## src/rtl/store_buffer.sv

```systemverilog
// Store buffer between EXE/MEM and the memory stage: queues stores, drains them
// in the background, forwards loads that hit a buffered word, and lets load misses bypass pending stores.
module store_buffer #(
    parameter int ADDRESS_LEN = 32,
    parameter int WORD_LEN    = 32,
    parameter int DEPTH       = 4
) (
    input  logic                   clk,
    input  logic                   rst,
    input  logic                   in_r_en,
    input  logic                   in_w_en,
    input  logic [ADDRESS_LEN-1:0] in_addr,
    input  logic [WORD_LEN-1:0]    in_wdata,
    output logic                   freeze,
    output logic                   MEM_R_EN,
    output logic                   MEM_W_EN,
    output logic [ADDRESS_LEN-1:0] ALU_Res,
    output logic [WORD_LEN-1:0]    Val_Rm,
    input  logic                   mem_ready,
    input  logic [WORD_LEN-1:0]    mem_rdata,
    output logic                   rd_valid,
    output logic [WORD_LEN-1:0]    rd_data,
    output logic                   empty
);
    localparam int PTR_W = $clog2(DEPTH);
    localparam int CNT_W = $clog2(DEPTH + 1);
    localparam int TAG_W = ADDRESS_LEN - 2;

    typedef enum logic [1:0] {IDLE, DRAIN, LOAD} state_t;

    state_t               state_q, state_d;
    logic [PTR_W-1:0]     head_q, head_d, tail_q, tail_d;
    logic [CNT_W-1:0]     count_q, count_d;
    logic [TAG_W-1:0]     tag_q  [DEPTH];
    logic [TAG_W-1:0]     tag_d  [DEPTH];
    logic [WORD_LEN-1:0]  data_q [DEPTH];
    logic [WORD_LEN-1:0]  data_d [DEPTH];
    logic [DEPTH-1:0]     match;
    logic                 enq, deq, full, forward_hit;
    logic [WORD_LEN-1:0]  fwd_data;

    assign full = (count_q == CNT_W'(DEPTH));

    generate
        for (genvar gi = 0; gi < DEPTH; gi++) begin : gen_entry
            logic [PTR_W-1:0] age;
            // Entry is live when its distance from head is below count.
            assign age        = PTR_W'(gi) - head_q;
            assign match[gi]  = (CNT_W'(age) < count_q) && (tag_q[gi] == in_addr[ADDRESS_LEN-1:2]);

            always_comb begin
                tag_d[gi]  = tag_q[gi];
                data_d[gi] = data_q[gi];
                if (enq && (tail_q == PTR_W'(gi))) begin
                    tag_d[gi]  = in_addr[ADDRESS_LEN-1:2];
                    data_d[gi] = in_wdata;
                end
            end

            always_ff @(posedge clk) begin
                tag_q[gi]  <= tag_d[gi];
                data_q[gi] <= data_d[gi];
            end
        end
    endgenerate

    // Walk from oldest to youngest so the last match wins.
    always_comb begin
        logic             hit_any;
        logic [PTR_W-1:0] idx;
        hit_any  = 1'b0;
        fwd_data = '0;
        idx      = '0;
        for (int k = 0; k < DEPTH; k++) begin
            idx = head_q + PTR_W'(k);
            if (match[idx]) begin
                hit_any  = 1'b1;
                fwd_data = data_q[idx];
            end
        end
        forward_hit = in_r_en && hit_any;
    end

    always_comb begin
        state_d  = state_q;
        MEM_R_EN = 1'b0;
        MEM_W_EN = 1'b0;
        ALU_Res  = '0;
        Val_Rm   = '0;
        freeze   = 1'b0;
        rd_valid = 1'b0;
        rd_data  = '0;
        deq      = 1'b0;
        enq      = 1'b0;

        case (state_q)
            IDLE: begin
                if (in_r_en && !forward_hit) begin
                    MEM_R_EN = 1'b1;
                    ALU_Res  = in_addr;
                    if (mem_ready) begin
                        rd_valid = 1'b1;
                        rd_data  = mem_rdata;
                    end else begin
                        freeze  = 1'b1;
                        state_d = LOAD;
                    end
                end else if (count_q != '0) begin
                    MEM_W_EN = 1'b1;
                    ALU_Res  = {tag_q[head_q], 2'b00};
                    Val_Rm   = data_q[head_q];
                    if (mem_ready) deq = 1'b1;
                    else           state_d = DRAIN;
                end
            end
            DRAIN: begin
                MEM_W_EN = 1'b1;
                ALU_Res  = {tag_q[head_q], 2'b00};
                Val_Rm   = data_q[head_q];
                if (mem_ready) begin
                    deq     = 1'b1;
                    state_d = IDLE;
                end
                // The miss waits and is issued from IDLE after the store retires.
                if (in_r_en && !forward_hit) freeze = 1'b1;
            end
            LOAD: begin
                MEM_R_EN = 1'b1;
                ALU_Res  = in_addr;
                if (mem_ready) begin
                    rd_valid = 1'b1;
                    rd_data  = mem_rdata;
                    state_d  = IDLE;
                end else begin
                    freeze = 1'b1;
                end
            end
            default: state_d = IDLE;
        endcase

        if (forward_hit) begin
            rd_valid = 1'b1;
            rd_data  = fwd_data;
        end

        if (in_w_en) begin
            if (full) freeze = 1'b1;
            else      enq    = 1'b1;
        end

        if (rst) begin
            MEM_R_EN = 1'b0;
            MEM_W_EN = 1'b0;
            ALU_Res  = '0;
            Val_Rm   = '0;
            freeze   = 1'b0;
            rd_valid = 1'b0;
            rd_data  = '0;
        end
    end

    assign head_d  = head_q + PTR_W'(deq);
    assign tail_d  = tail_q + PTR_W'(enq);
    assign count_d = count_q + CNT_W'(enq) - CNT_W'(deq);
    assign empty   = rst || ((count_q == '0) && (state_q == IDLE));

    always_ff @(posedge clk) begin
        if (rst) begin
            state_q <= IDLE;
            head_q  <= '0;
            tail_q  <= '0;
            count_q <= '0;
        end else begin
            state_q <= state_d;
            head_q  <= head_d;
            tail_q  <= tail_d;
            count_q <= count_d;
        end
    end
endmodule
```

## config.mk

```make
export PLATFORM = sky130hd
export DESIGN_NAME = store_buffer
export DESIGN_NICKNAME = d
export VERILOG_FILES = /design/src/rtl/store_buffer.sv
export SDC_FILE = /design/constraint.sdc
export NUM_CORES = 1
export LEC_CHECK = 0
export BUFFER_PORTS_ARGS = -buffer_cell sky130_fd_sc_hd__clkbuf_2
export CAP_MARGIN = 30
export CORE_AREA = 5 5 248 250
export CTS_CLUSTER_DIAMETER = 100
export DETAILED_ROUTE_END_ITERATION = 16
export DIE_AREA = 0 0 253 255
export MAX_ROUTING_LAYER = met4
export PLACE_DENSITY = 0.47
export REMOVE_ABC_BUFFERS = 1
export SETUP_SLACK_MARGIN = 0.05
export SLEW_MARGIN = 20
export SYNTH_ARGS = -nofsm -noshare
export SYNTH_HDL_FRONTEND = slang
export SYNTH_SLANG_ARGS = --single-unit
```

## constraint.sdc

```tcl
create_clock -name clk -period 9.2 [get_ports clk]
set_clock_uncertainty 0.2 [all_clocks]
set_input_delay 2.3 -clock clk [delete_from_list [all_inputs] [get_ports clk]]
set_output_delay 2.3 -clock clk [all_outputs]
set_load 0.1 [all_outputs]
```

* Yosys cells after proc, flatten, opt, wreduce, memory -nomap -nowiden
Memories as Yosys holds them, arrays and structs flattened. A register that Yosys moved wholly into a read port is not among the register bits. Cells that the tools add are included.
Word-level totals: register bits after elaboration 9, RAM bits 248, bits of input ports 101, output and inout port bits 101, logic and storage cells 142, memories kept 2
Cells by class: add/subtract/negate cells 11, $lt $le $gt $ge 8, equality and inequality tests 18, multiplexer cells 77, reduce and logical (&&, ||, !) cells 22
Memory list:
- data_q | depth 4, width 32, read ports 4, clocked after Yosys merged registers in 1, wr ports 1, RTL line 36 | logic [WORD_LEN-1:0] data_q [DEPTH];
- tag_q | depth 4, width 30, read ports 5, clocked after Yosys merged registers in 1, wr ports 4, RTL line 34 | logic [TAG_W-1:0] tag_q [DEPTH];
Operators with widths (count):
- $mux 32 | 21
- $pmux 32 s2 | 2
- $eq 30x30->1 | 4
- $mux 30 | 4
- $pmux 32 s3 | 1
- $reduce_or 32->1 | 3
- $mux 1 | 29
- $mux 2 | 10
- $lt 2x3->1 | 4
- $lt 2x3->1 const B | 4
- $logic_and 1x1->1 | 11
- $ne 3x3->1 const B | 3
- $bmux 1 s2 | 4
- $pmux 1 s2 | 4
- $eq 2x2->1 const B | 3
- $add 2x1->2 | 2
- $add 2x2->2 const B | 2
- $eq 2x1->1 const B | 2
- $logic_not 2->1 | 2
- $ne 1x1->1 const B | 4
- $pmux 2 s2 | 1
- $reduce_and 4->1 | 1
- $sub 1x2->2 const A | 2
- $sub 2x2->2 const A | 2
- other kinds (11) | 11

* Longest topological paths before layout
Gate-level depths: netlist (run 1).
depth in word-level cells 17, mapped depth 20

* Worst setup path before layout (run 1)
No wires, ideal clock.
path type input to output, start in in_addr[5], end out Val_Rm[30], data arrival time 6.606 ns, data required time 6.700 ns, setup slack 0.094 ns, stages 10, path buffers 2, cell sequence buf_2 -> xor2_1 -> nor4_1 -> nand3_1 -> a2111oi_2 -> nor4_2 -> o31ai_4 -> nand2b_1 -> clkbuf_1 -> a211oi_1
On the way: word-level cells in the longest chain between the ends 14
Ends and longest elaborated chain:
- from (decl) | RTL line 12 | input logic [ADDRESS_LEN-1:0] in_addr,
- $eq 30x30->1 | RTL line 49 | assign match[gi] = (CNT_W'(age) < count_q) && (tag_q[gi] == in_addr[ADDRESS_LEN-1:2]);
- $logic_and 1x1->1 | RTL line 49
- $bmux 1 s2 | RTL line 76 | if (match[idx]) begin
- $mux 1 (not written as such) | RTL line 76
- $mux 1 (3 in series) | RTL line 76
- $mux 1 (*) | RTL line 76
- $logic_and 1x1->1 (*) | RTL line 81 | forward_hit = in_r_en && hit_any;
- $logic_not 1->1 (*) | RTL line 98 | if (in_r_en && !forward_hit) begin
- $logic_and 1x1->1 (*) | RTL line 98
- $mux 32 (*) | RTL line 98
- $pmux 32 s2 (*) | RTL line 96 | case (state_q)
- $mux 32 (*) | RTL line 151 | if (rst) begin
- to (decl) | RTL line 18 | output logic [WORD_LEN-1:0] Val_Rm,
Every way passes the cells marked *; elsewhere a longest branch is shown, timed or not. The select of a mux whose other input is x is not followed.

* Worst setup path after layout (run 1)
start in in_addr[21], end out rd_data[14]
On the way: word-level cells in the longest chain between the ends 15
Ends and longest elaborated chain:
- $eq 30x30->1 | RTL line 49
- $logic_and 1x1->1 | RTL line 49
- $bmux 1 s2 | RTL line 76
- $mux 1 (not written as such) | RTL line 76
- $mux 1 (4 in series) | RTL line 76
- $logic_and 1x1->1 | RTL line 81
- $logic_not 1->1 | RTL line 98
- $logic_and 1x1->1 | RTL line 98
- $mux 32 | RTL line 98
- $pmux 32 s2 | RTL line 96
- $mux 32 (*) | RTL line 141 | if (forward_hit) begin
- $mux 32 (*) | RTL line 151
- to (decl) | RTL line 22 | output logic [WORD_LEN-1:0] rd_data,
Marks and branches as above.

==> results of run 1 <==
## sequential cells by signal, summed over array words and instances, names as in the netlist
name	flops
tag_q	120
head_q	2
state_q	2
tail_q	2
count_q	3
data_q	128
## cells by family after synthesis
kind of cell	Yosys count	synth area share, %
AO/OA/AOI/OAI	223	10.9
AND/OR/NAND/NOR	301	10.5
XOR/XNOR	123	6.82
buffers and inverters	137	4.28
multiplexers	164	18.3
adder cells (fa/ha/maj)	11	0.919
flip-flops	257	48.3
## cells in the mapped netlist (all sizes together) (35+ instances only)
cell      n  area (um^2)
a21oi    71          355
clkbuf   89          334
edfxtp  248         7450
mux2i    35          350
mux4     96         2170
nand2    40          150
nor2     72          270
nor2b    37          231
xor2    110          963
## metrics by stage
step / hold WS [ns] / setup WS, ns / setup TNS, ns / cells / instance area (um^2)
after floorplan: 0.307 / -9.78 / -589.49 / 1094 / 15200
after global placement: 0.342 / 0.614 / 0 / 2096 / 18200
after detailed placement: 0.359 / 0.587 / 0 / 2096 / 18200
after CTS: 0.367 / 0.577 / 0 / 2146 / 19100
after global routing: 0.412 / 0.447 / 0 / 2150 / 19100
final: 0.363 / 0.621 / 0 / 2151 / 19100
## routing by layer
layer	vias up	track usage, %
met2	350	24.7
met3	59	2.55
li1	4968	-
met1	5584	20.2
met5	-	-
met4	0	2.92
## cells in the final DEF (no fill, tap or decap), types with 3 or more instances in the layout
cell,synthesis,layout
xor2_1,110,110
nand2_1,40,40
a21o_1,4,4
o2111ai_1,4,4
nand4_1,4,4
inv_1,15,14
clkinv_1,0,6
nor3b_1,33,32
mux2_2,33,33
clkbuf_16,0,31
edfxtp_1,248,248
o21ai_1,30,30
nor4_2,5,5
a221oi_2,30,30
mux2i_1,35,34
clkbuf_1,89,6
o21ai_0,3,3
a22oi_1,30,30
mux4_2,95,96
nor2_1,72,71
ha_1,10,10
nor3_1,7,6
buf_4,1,38
buf_12,3,51
diode_2,0,5
nor4_1,25,25
o31ai_1,32,32
nand3_1,5,5
xnor2_1,13,13
and2_1,33,33
clkbuf_2,0,140
dfxtp_1,9,7
or2_2,33,33
a21oi_1,71,70
clkinv_2,0,6
nor2b_1,37,37
## report_power, final
group / internal (mW) / switching, mW / leakage, nW
sequential: 1.42 / 0.0831 / 2.35
clock: 0.632 / 0.464 / 0.436
combinational: 0.540 / 1.10 / 3.50
total: 2.60 / 1.65 / 6.29
## layout make-up
type                            instances  share of cell area [%]
Multi-Input combinational cell        822                    39.5
Clock inverter                         13                   0.432
Antenna cell                            5                  0.0655
Inverter                               15                   0.295
Tap cell                              773                    5.06
Clock buffer                           37                    4.18
Timing Repair Buffer                  229                    10.5
Sequential cell                       257                    40.0
## final timing paths
path         cells past startpoint  slack [ns]                       to               startpoint
min reg2reg                      2        0.36  state_q[1]$_SDFFE_PP0P_  state_q[1]$_SDFFE_PP0P_
min                              2        0.36  state_q[1]$_SDFFE_PP0P_  state_q[1]$_SDFFE_PP0P_
max                             11        0.62              rd_data[14]              in_addr[21]
max reg2reg                     15        4.38    count_q[2]$_SDFF_PP0_     head_q[0]$_SDFF_PP0_
## worst reg2reg max path, cell delays in order, from the launching register on
cell and delay [ns]:
dfxtp_4 0.50, buf_4 0.64, a21oi_1 0.21, a2111oi_2 0.39
o2111ai_1 0.18, nor3_1 0.56, nor4_2 0.22, o31ai_4 0.27
buf_4 0.33, a21o_1 0.16, nand2_1 0.05, ha_1 0.20
fa_1 0.40, xnor2_1 0.20, xnor2_1 0.14, nor2_1 0.05
==> impl_metrics.csv, run 1 <==
group,metric,value,unit
floorplanning,die_w,253,um
floorplanning,start_util,26.9,%
drt,wl_met1,21600,um
timing,drv_slew,0,
power_and_ir_drop,power,4.24,mW
timing,setup_viol,0,
outcome,status,"completed",
layout,syn2layout_area_growth,21.0,%
cts,cts_resized,0,
worst_setup_path,crit_arrival,6.08,ns
drt,firstDrtPassIters,5,
cts,clk_latency,0.57,ns
yosys,yosys_warnings,0,
min_path,hold_path_class,"reg -> reg",
drt,vias,11000,
drt,routed-wl-met3,3040,um
layout,final_nets,1467,
layout,nFillCells,5885,
drt,wl_met2,23900,um
drt,drt-initial-drc-count,682,
timing,fin_crit_sh,93.2,%
layout,fin_util,32.5,%
layout,drive_above_1_share,35.0,%
timing,worst_slew_pin_slew,0.936,ns
floorplanning,rows,89,
drt,routed_wl,49400,um
global_route,grt_overflow_total,0,
place,dp_hpwl,32900,um
timing,min_period,8.58,ns
cts,post-cts-setup-buffers,0,
yosys,syn_avg_cell_area,13.0,um^2
timing,rsz0062_at_grt,"false",
layout,multiInputGateArea,7540,um^2
yosys,syn_area,15800,um^2
place,io_buffers,201,
yosys,synth_edf_count,248,
cts,cts_hold_buffers,0,
cts,cts_max_level,1,
cts,cts_buffers,30,
global_route,grt.total_usage,15.1,%
timing,final-hold-violation-count,0,
worst_setup_path,path_buf_inv,3,
cts,cts-root-buf,"clkbuf_16",
drt,antenna_left,0,
worst_setup_path,critPathMaxStageDelay,0.62,ns
worst_setup_path,critPathRequiredTime,6.70,ns
drt,viasPerCell,5.10,
drt,top_layer_used,"met4",
yosys,synthCells,1216,
layout,seqCellArea,7630,um^2
worst_setup_path,path_cells,"clkbuf_2 > xor2_1 > nor4_1 > nand4_1 > a2111oi_2 > nor4_1 > or4_2 > buf_12 > a221oi_2 > o31ai_1 > clkbuf_2",
timing,max_freq,117,MHz
worst_setup_path,cp_max_fo,32,
floorplanning,die_area,64500,um^2
global_route,grt_max_degree,69,
place,place.gp.congestion,0.777,
yosys,ys.flop_type,"edfxtp_1",
timing,worst_slew_margin_rel,37.6,%
worst_setup_path,crit_slowest_cell,"or4_2",
yosys,ys_ff_latch,257,
cts,cts_sinks,257,
yosys,yosysSeqAreaShare,48.3,%
cts,path_clk_slew,0.06,ns
worst_setup_path,endpoint_kind,"output pin",
floorplanning,fp.coreArea,58800,um^2
cts,cts_tree,"yes",
global_route,grt_pass1_wl,73000,um
floorplanning,die_h,255,um
power_and_ir_drop,power_density,222,nW/um^2
drt,wl_per_cell,23.0,um
power_and_ir_drop,leakage,6.29,nW
flow_run,max-cap-violations,0,
yosys,async_reset_ff_share,0,%
yosys,synth_cell_types,56,
global_route,antenna_found_initial,4,
worst_setup_path,cp_top_family,"simple AND/OR/NAND/NOR gates",
worst_setup_path,worst_setup_path_start_kind,"primary input",
floorplanning,ioPinCount,202,
drt,drcViolationCount,0,
worst_setup_path,critical_path_class,"in -> out",
cts,cts_buffer_depth,3,
global_route,first_global_vias,11000,
power_and_ir_drop,peakVddDrop,145,uV
No activity file was read; power rests on OpenSTA's default activity.
==> run 2, diff against run 1 <==
--- a/config.mk
+++ b/config.mk
@@ -8,6 +8,7 @@
 export BUFFER_PORTS_ARGS = -buffer_cell sky130_fd_sc_hd__clkbuf_2
 export CAP_MARGIN = 30
 export CORE_AREA = 5 5 248 250
+export CTS_BUF_LIST = sky130_fd_sc_hd__clkbuf_8
 export CTS_CLUSTER_DIAMETER = 100
 export DETAILED_ROUTE_END_ITERATION = 16
 export DIE_AREA = 0 0 253 255
==> impl_metrics.csv, run 2 (same netlist as run 1, synthesis figures left out) <==
group,metric,value,unit
outcome,status,"completed",
min_path,hold_start,"state_q[1]$_SDFFE_PP0P_",
layout,top_regs,"data_q: 128 flops, tag_q: 120 flops, count_q: 3 flops",
place,io_buffers,201,
place,dp_hpwl,32900,um
global_route,grt_max_degree,69,
layout,fin_cells,2187,
cts,post-cts-setup-buffers,0,
power_and_ir_drop,power_density,218,nW/um^2
worst_setup_path,worst_setup_path_start_kind,"primary input",
cts,clk_latency,0.60,ns
global_route,grt_overflow_total,0,
timing,drv_slew,0,
worst_setup_path,cp_max_fo,32,
layout,syn2layout_area_growth,20.8,%
global_route,grt.total_usage,15.4,%
worst_setup_path,path_cells,"clkbuf_2 > xor2_1 > nor4_1 > nand4_1 > a2111oi_2 > nor4_1 > or4_2 > buf_12 > a221oi_2 > o31ai_1 > clkbuf_2",
timing,worst_slew_margin_rel,37.7,%
timing,fin_ws,0.557,ns
drt,wl_met1,21700,um
timing,worst_hold_slack,0.359,ns
global_route,first_global_vias,11100,
cts,cts_sinks,257,
floorplanning,die_area,64500,um^2
worst_setup_path,endpoint_kind,"output pin",
timing,min_period,8.64,ns
cts,path_clk_slew,0.05,ns
cts,cts-root-buf,"clkbuf_8",
worst_setup_path,crit_start,"in_addr[21]",
drt,vias,11000,
timing,final-hold-violation-count,0,
drt,firstDrtPassIters,5,
cts,cts_max_level,2,
layout,final_nets,1485,
layout,layout_common_cells,"248 x edfxtp_1, 140 x clkbuf_2, 110 x xor2_1, 96 x mux4_2, 71 x nor2_1",
power_and_ir_drop,leakage,6.34,nW
cts,cts_hold_buffers,0,
timing,rsz0062_at_grt,"false",
place,numPlacedInstances,2096,
worst_setup_path,cp_top_family,"simple AND/OR/NAND/NOR gates",
timing,max_freq,116,MHz
drt,routed_wl,49800,um
drt,viasPerCell,5.04,
worst_setup_path,critPathMaxStageDelay,0.65,ns
timing,worst_slew_pin_slew,0.935,ns
drt,wl_met2,24000,um
drt,drt-initial-drc-count,697,
drt,routed-wl-met3,3160,um
floorplanning,die_w,253,um
global_route,grt_pass1_wl,73600,um
floorplanning,rows,89,
timing,setup_viol,0,
layout,drive_above_1_share,35.4,%
floorplanning,ioPinCount,202,
worst_setup_path,crit_arrival,6.14,ns
place,place.gp.congestion,0.777,
place,place_ws,0.587,ns
layout,fin_area,19100,um^2
cts,cts_tree,"yes",
global_route,antenna_found_initial,4,
floorplanning,start_util,26.9,%
cts,cts_resized,0,
floorplanning,fp.coreArea,58800,um^2
flow_run,max-cap-violations,0,
worst_setup_path,path_buf_inv,3,
drt,drcViolationCount,0,
drt,top_layer_used,"met4",
timing,fin_crit_sh,93.9,%
min_path,hold_path_class,"reg -> reg",
layout,largest_reg_flops,128,
cts,cts_buffer_depth,3,
place,dpl-instance-area,18200,um^2
worst_setup_path,critPathRequiredTime,6.70,ns
layout,fin_util,32.4,%
drt,antenna_left,0,
drt,wl_per_cell,22.8,um
worst_setup_path,rrSetupSlack,4.34,ns
worst_setup_path,crit_slowest_cell,"nor4_1",
cts,cts_buffers,48,
worst_setup_path,critical_path_class,"in -> out",
layout,largest-register,"data_q",
layout,layout_commonest_cell,"edfxtp_1",
power_and_ir_drop,peakVddDrop,149,uV
worst_setup_path,reg2reg_from,"head_q[0]$_SDFF_PP0_",
floorplanning,die_h,255,um
-- run 2: changes by cell type in the layout (fill, tap and decap cells not counted), sizes merged --
cell	change
diode	+1
inv	+18
clkinv	+3
clkinvlp	+2
clkbuf	+12
-- run 2: final timing paths --
path,endpoint,depth (start not counted)
setup reg to reg,count_q[2]$_SDFF_PP0_,15
hold / removal,state_q[1]$_SDFFE_PP0P_,2
setup / recovery,rd_data[14],11
hold reg to reg,state_q[1]$_SDFFE_PP0P_,2
-- run 2: through the flow --
step           power, mW  TNS [ns]
3_3_place_gp        3.18         0
3_5_place_dp        3.19         0
4_1_cts             4.22         0
5_1_grt             4.36         0
2_1_floorplan       2.78   -589.49
6_report            4.15         0
-- run 2: area by class of cell --
class                   count  area (um^2)
fillers                  5932        39700
flip-flops and latches    257         7630
multi-input cells         822         7540
repair buffers            229         2010
well taps                 773          967
clock buffers              49          674
clock inverters            36          173
inverters                  15         56.3
diodes                      6         15.0
-- run 2: routing by layer --
layer | up-vias | GRT usage (%)
li1 | 5017 | -
met1 | 5579 | 20.3
met2 | 362 | 24.7
met3 | 72 | 2.97
met4 | 0 | 3.78
met5 | - | -
-- run 2: worst min-delay path, delay by kind of cell, from the launching register on --
kind	cells	cell delay, ns
DFF	1	0.35
AOI/OAI and AO/OA	2	0.16
-- run 2: power breakdown --
part	internal, mW	switching, mW	leakage, nW	total [mW]
clock network	0.518	0.485	0.493	1.00
logic	0.540	1.10	3.50	1.64
registers	1.43	0.0837	2.35	1.51
total	2.48	1.67	6.34	4.15
==> run 3, diff against run 2 <==
--- a/config.mk
+++ b/config.mk
@@ -13,7 +13,7 @@
 export DETAILED_ROUTE_END_ITERATION = 16
 export DIE_AREA = 0 0 253 255
 export MAX_ROUTING_LAYER = met4
-export PLACE_DENSITY = 0.47
+export PLACE_DENSITY = 0.48
 export REMOVE_ABC_BUFFERS = 1
 export SETUP_SLACK_MARGIN = 0.05
 export SLEW_MARGIN = 20
==> impl_metrics.csv, run 3 (same netlist as run 1, synthesis figures left out) <==
group,metric,value,unit
place,dpl-instance-area,18200,um^2
layout,largest_reg_flops,128,
layout,drive_above_1_share,35.8,%
power_and_ir_drop,seq_power_share,35.9,%
worst_setup_path,endpoint_kind,"output pin",
timing,fin_crit_sh,93.8,%
layout,layout_commonest_cell,"edfxtp_1",
cts,cts_buffers,49,
worst_setup_path,critical_path_class,"in -> out",
floorplanning,die_w,253,um
layout,fin_util,32.6,%
global_route,grt_max_degree,75,
floorplanning,die_area,64500,um^2
power_and_ir_drop,power,4.22,mW
worst_setup_path,path_buf_inv,3,
worst_setup_path,crit_slowest_cell,"mux4_2",
worst_setup_path,crit_arrival,6.13,ns
worst_setup_path,cp_top_family,"simple AND/OR/NAND/NOR gates",
drt,wl_per_cell,22.9,um
place,io_buffers,201,
global_route,grt.total_usage,15.6,%
cts,cts_max_level,2,
drt,routed_wl,50200,um
worst_setup_path,critPathRequiredTime,6.70,ns
global_route,antenna_found_initial,5,
timing,min_period,8.63,ns
layout,layout_common_cells,"248 x edfxtp_1, 144 x clkbuf_2, 110 x xor2_1, 96 x mux4_2, 71 x nor2_1",
cts,cts_tree,"yes",
cts,clk_latency,0.61,ns
layout,largest-register,"data_q",
global_route,grt_overflow_total,0,
cts,cts_hold_buffers,0,
power_and_ir_drop,switching_share,39.9,%
layout,fin_area,19200,um^2
timing,setup_viol,0,
cts,cts-root-buf,"clkbuf_8",
worst_setup_path,critPathMaxStageDelay,0.85,ns
place,place.gp.congestion,0.801,
timing,max_freq,116,MHz
layout,syn2layout_area_growth,21.3,%
power_and_ir_drop,net-switching-power,1.69,mW
timing,worst_slew_pin_slew,0.886,ns
worst_setup_path,path_cells,"clkbuf_2 > xor2_1 > nor4_1 > nand4_1 > nor4_2 > mux4_2 > buf_12 > a221oi_2 > o31ai_1 > buf_4",
layout,final_nets,1488,
cts,cts_buffer_depth,3,
floorplanning,rows,89,
power_and_ir_drop,peakVddDrop,177,uV
timing,drv_slew,0,
drt,firstDrtPassIters,5,
drt,vias,11100,
floorplanning,ioPinCount,202,
timing,final-hold-violation-count,0,
cts,cts_sinks,257,
power_and_ir_drop,power_frac_clock,25.2,%
cts,cts_resized,0,
worst_setup_path,worst_setup_path_start_kind,"primary input",
outcome,status,"completed",
layout,top_regs,"data_q: 128 flops, tag_q: 120 flops, count_q: 3 flops",
floorplanning,start_util,26.9,%
timing,rsz0062_at_grt,"false",
power_and_ir_drop,power_density,220,nW/um^2
drt,drcViolationCount,0,
global_route,first_global_vias,11600,
power_and_ir_drop,p_int,2.54,mW
floorplanning,fp.coreArea,58800,um^2
worst_setup_path,cp_max_fo,13,
layout,nFillCells,5914,
min_path,hold_path_class,"reg -> reg",
flow_run,max-cap-violations,0,
global_route,grt_pass1_wl,74600,um
drt,drt-initial-drc-count,754,
timing,finalSetupTns,0,ns
power_and_ir_drop,p_comb_share,38.8,%
timing,worst_slew_margin_rel,41.0,%
place,dp_hpwl,32500,um
cts,post-cts-setup-buffers,0,
drt,viasPerCell,5.05,
cts,path_clk_slew,0.06,ns
power_and_ir_drop,leakage,6.39,nW
drt,antenna_left,0,
floorplanning,die_h,255,um
run 3: layout make-up:
cell class	count	area (um^2)	share of cell area, %
Clock buffer	51	702	3.67
Tap cell	773	967	5.05
Clock inverter	39	214	1.12
Timing Repair Buffer	231	2020	10.6
Antenna cell	4	10.0	0.0523
Inverter	15	56.3	0.294
Multi-Input combinational cell	822	7540	39.4
Sequential cell	257	7630	39.9
run 3: per-layer routing:
| metal | vias up | track usage [%] | routed length [um] |
|---|---|---|---|
| met5 | - | - | 0 |
| met2 | 345 | 26.0 | 24500 |
| met4 | 0 | 3.69 | 890 |
| met1 | 5620 | 19.7 | 21700 |
| li1 | 5026 | - | - |
| met3 | 71 | 3.16 | 3030 |
run 3: worst paths after layout:
check                                          endpoint  depth (start not counted)                     from  slack [ns]
worst min-delay path            state_q[1]$_SDFFE_PP0P_                          2  state_q[1]$_SDFFE_PP0P_        0.36
worst max register to register    count_q[2]$_SDFF_PP0_                         15     head_q[1]$_SDFF_PP0_        4.76
worst min register to register  state_q[1]$_SDFFE_PP0P_                          2  state_q[1]$_SDFFE_PP0P_        0.36
worst max-delay path                         rd_data[4]                         10               in_addr[3]        0.57
run 3: worst reg2reg max path: cells and delay by family (launching register included):
kind / cells / cell delay (ns)
AOI/OAI and AO/OA: 4 / 1.24
DFF: 1 / 0.84
adders and majority gates: 3 / 0.82
xor gates and xnor gates: 3 / 0.58
and+or+nand+nor: 3 / 0.33
buffers and inverters: 2 / 0.31
run 3: power groups by stage:
stage / Clock [mW] / Combinational [mW] / Sequential (mW)
4_1_cts: 1.11 / 1.66 / 1.52
6_report: 1.06 / 1.64 / 1.52
2_1_floorplan: 0 / 1.20 / 1.58
5_1_grt: 1.17 / 1.74 / 1.53
3_5_place_dp: 0 / 1.65 / 1.54
3_3_place_gp: 0 / 1.65 / 1.54
run 3: metrics by stage:
stage	hold slack [ns]	setup WS [ns]	std cells
after floorplan	0.307	-9.78	1094
after global placement	0.363	0.626	2095
after detailed placement	0.353	0.596	2096
after CTS	0.364	0.598	2186
after global routing	0.436	0.457	2192
final	0.364	0.568	2192
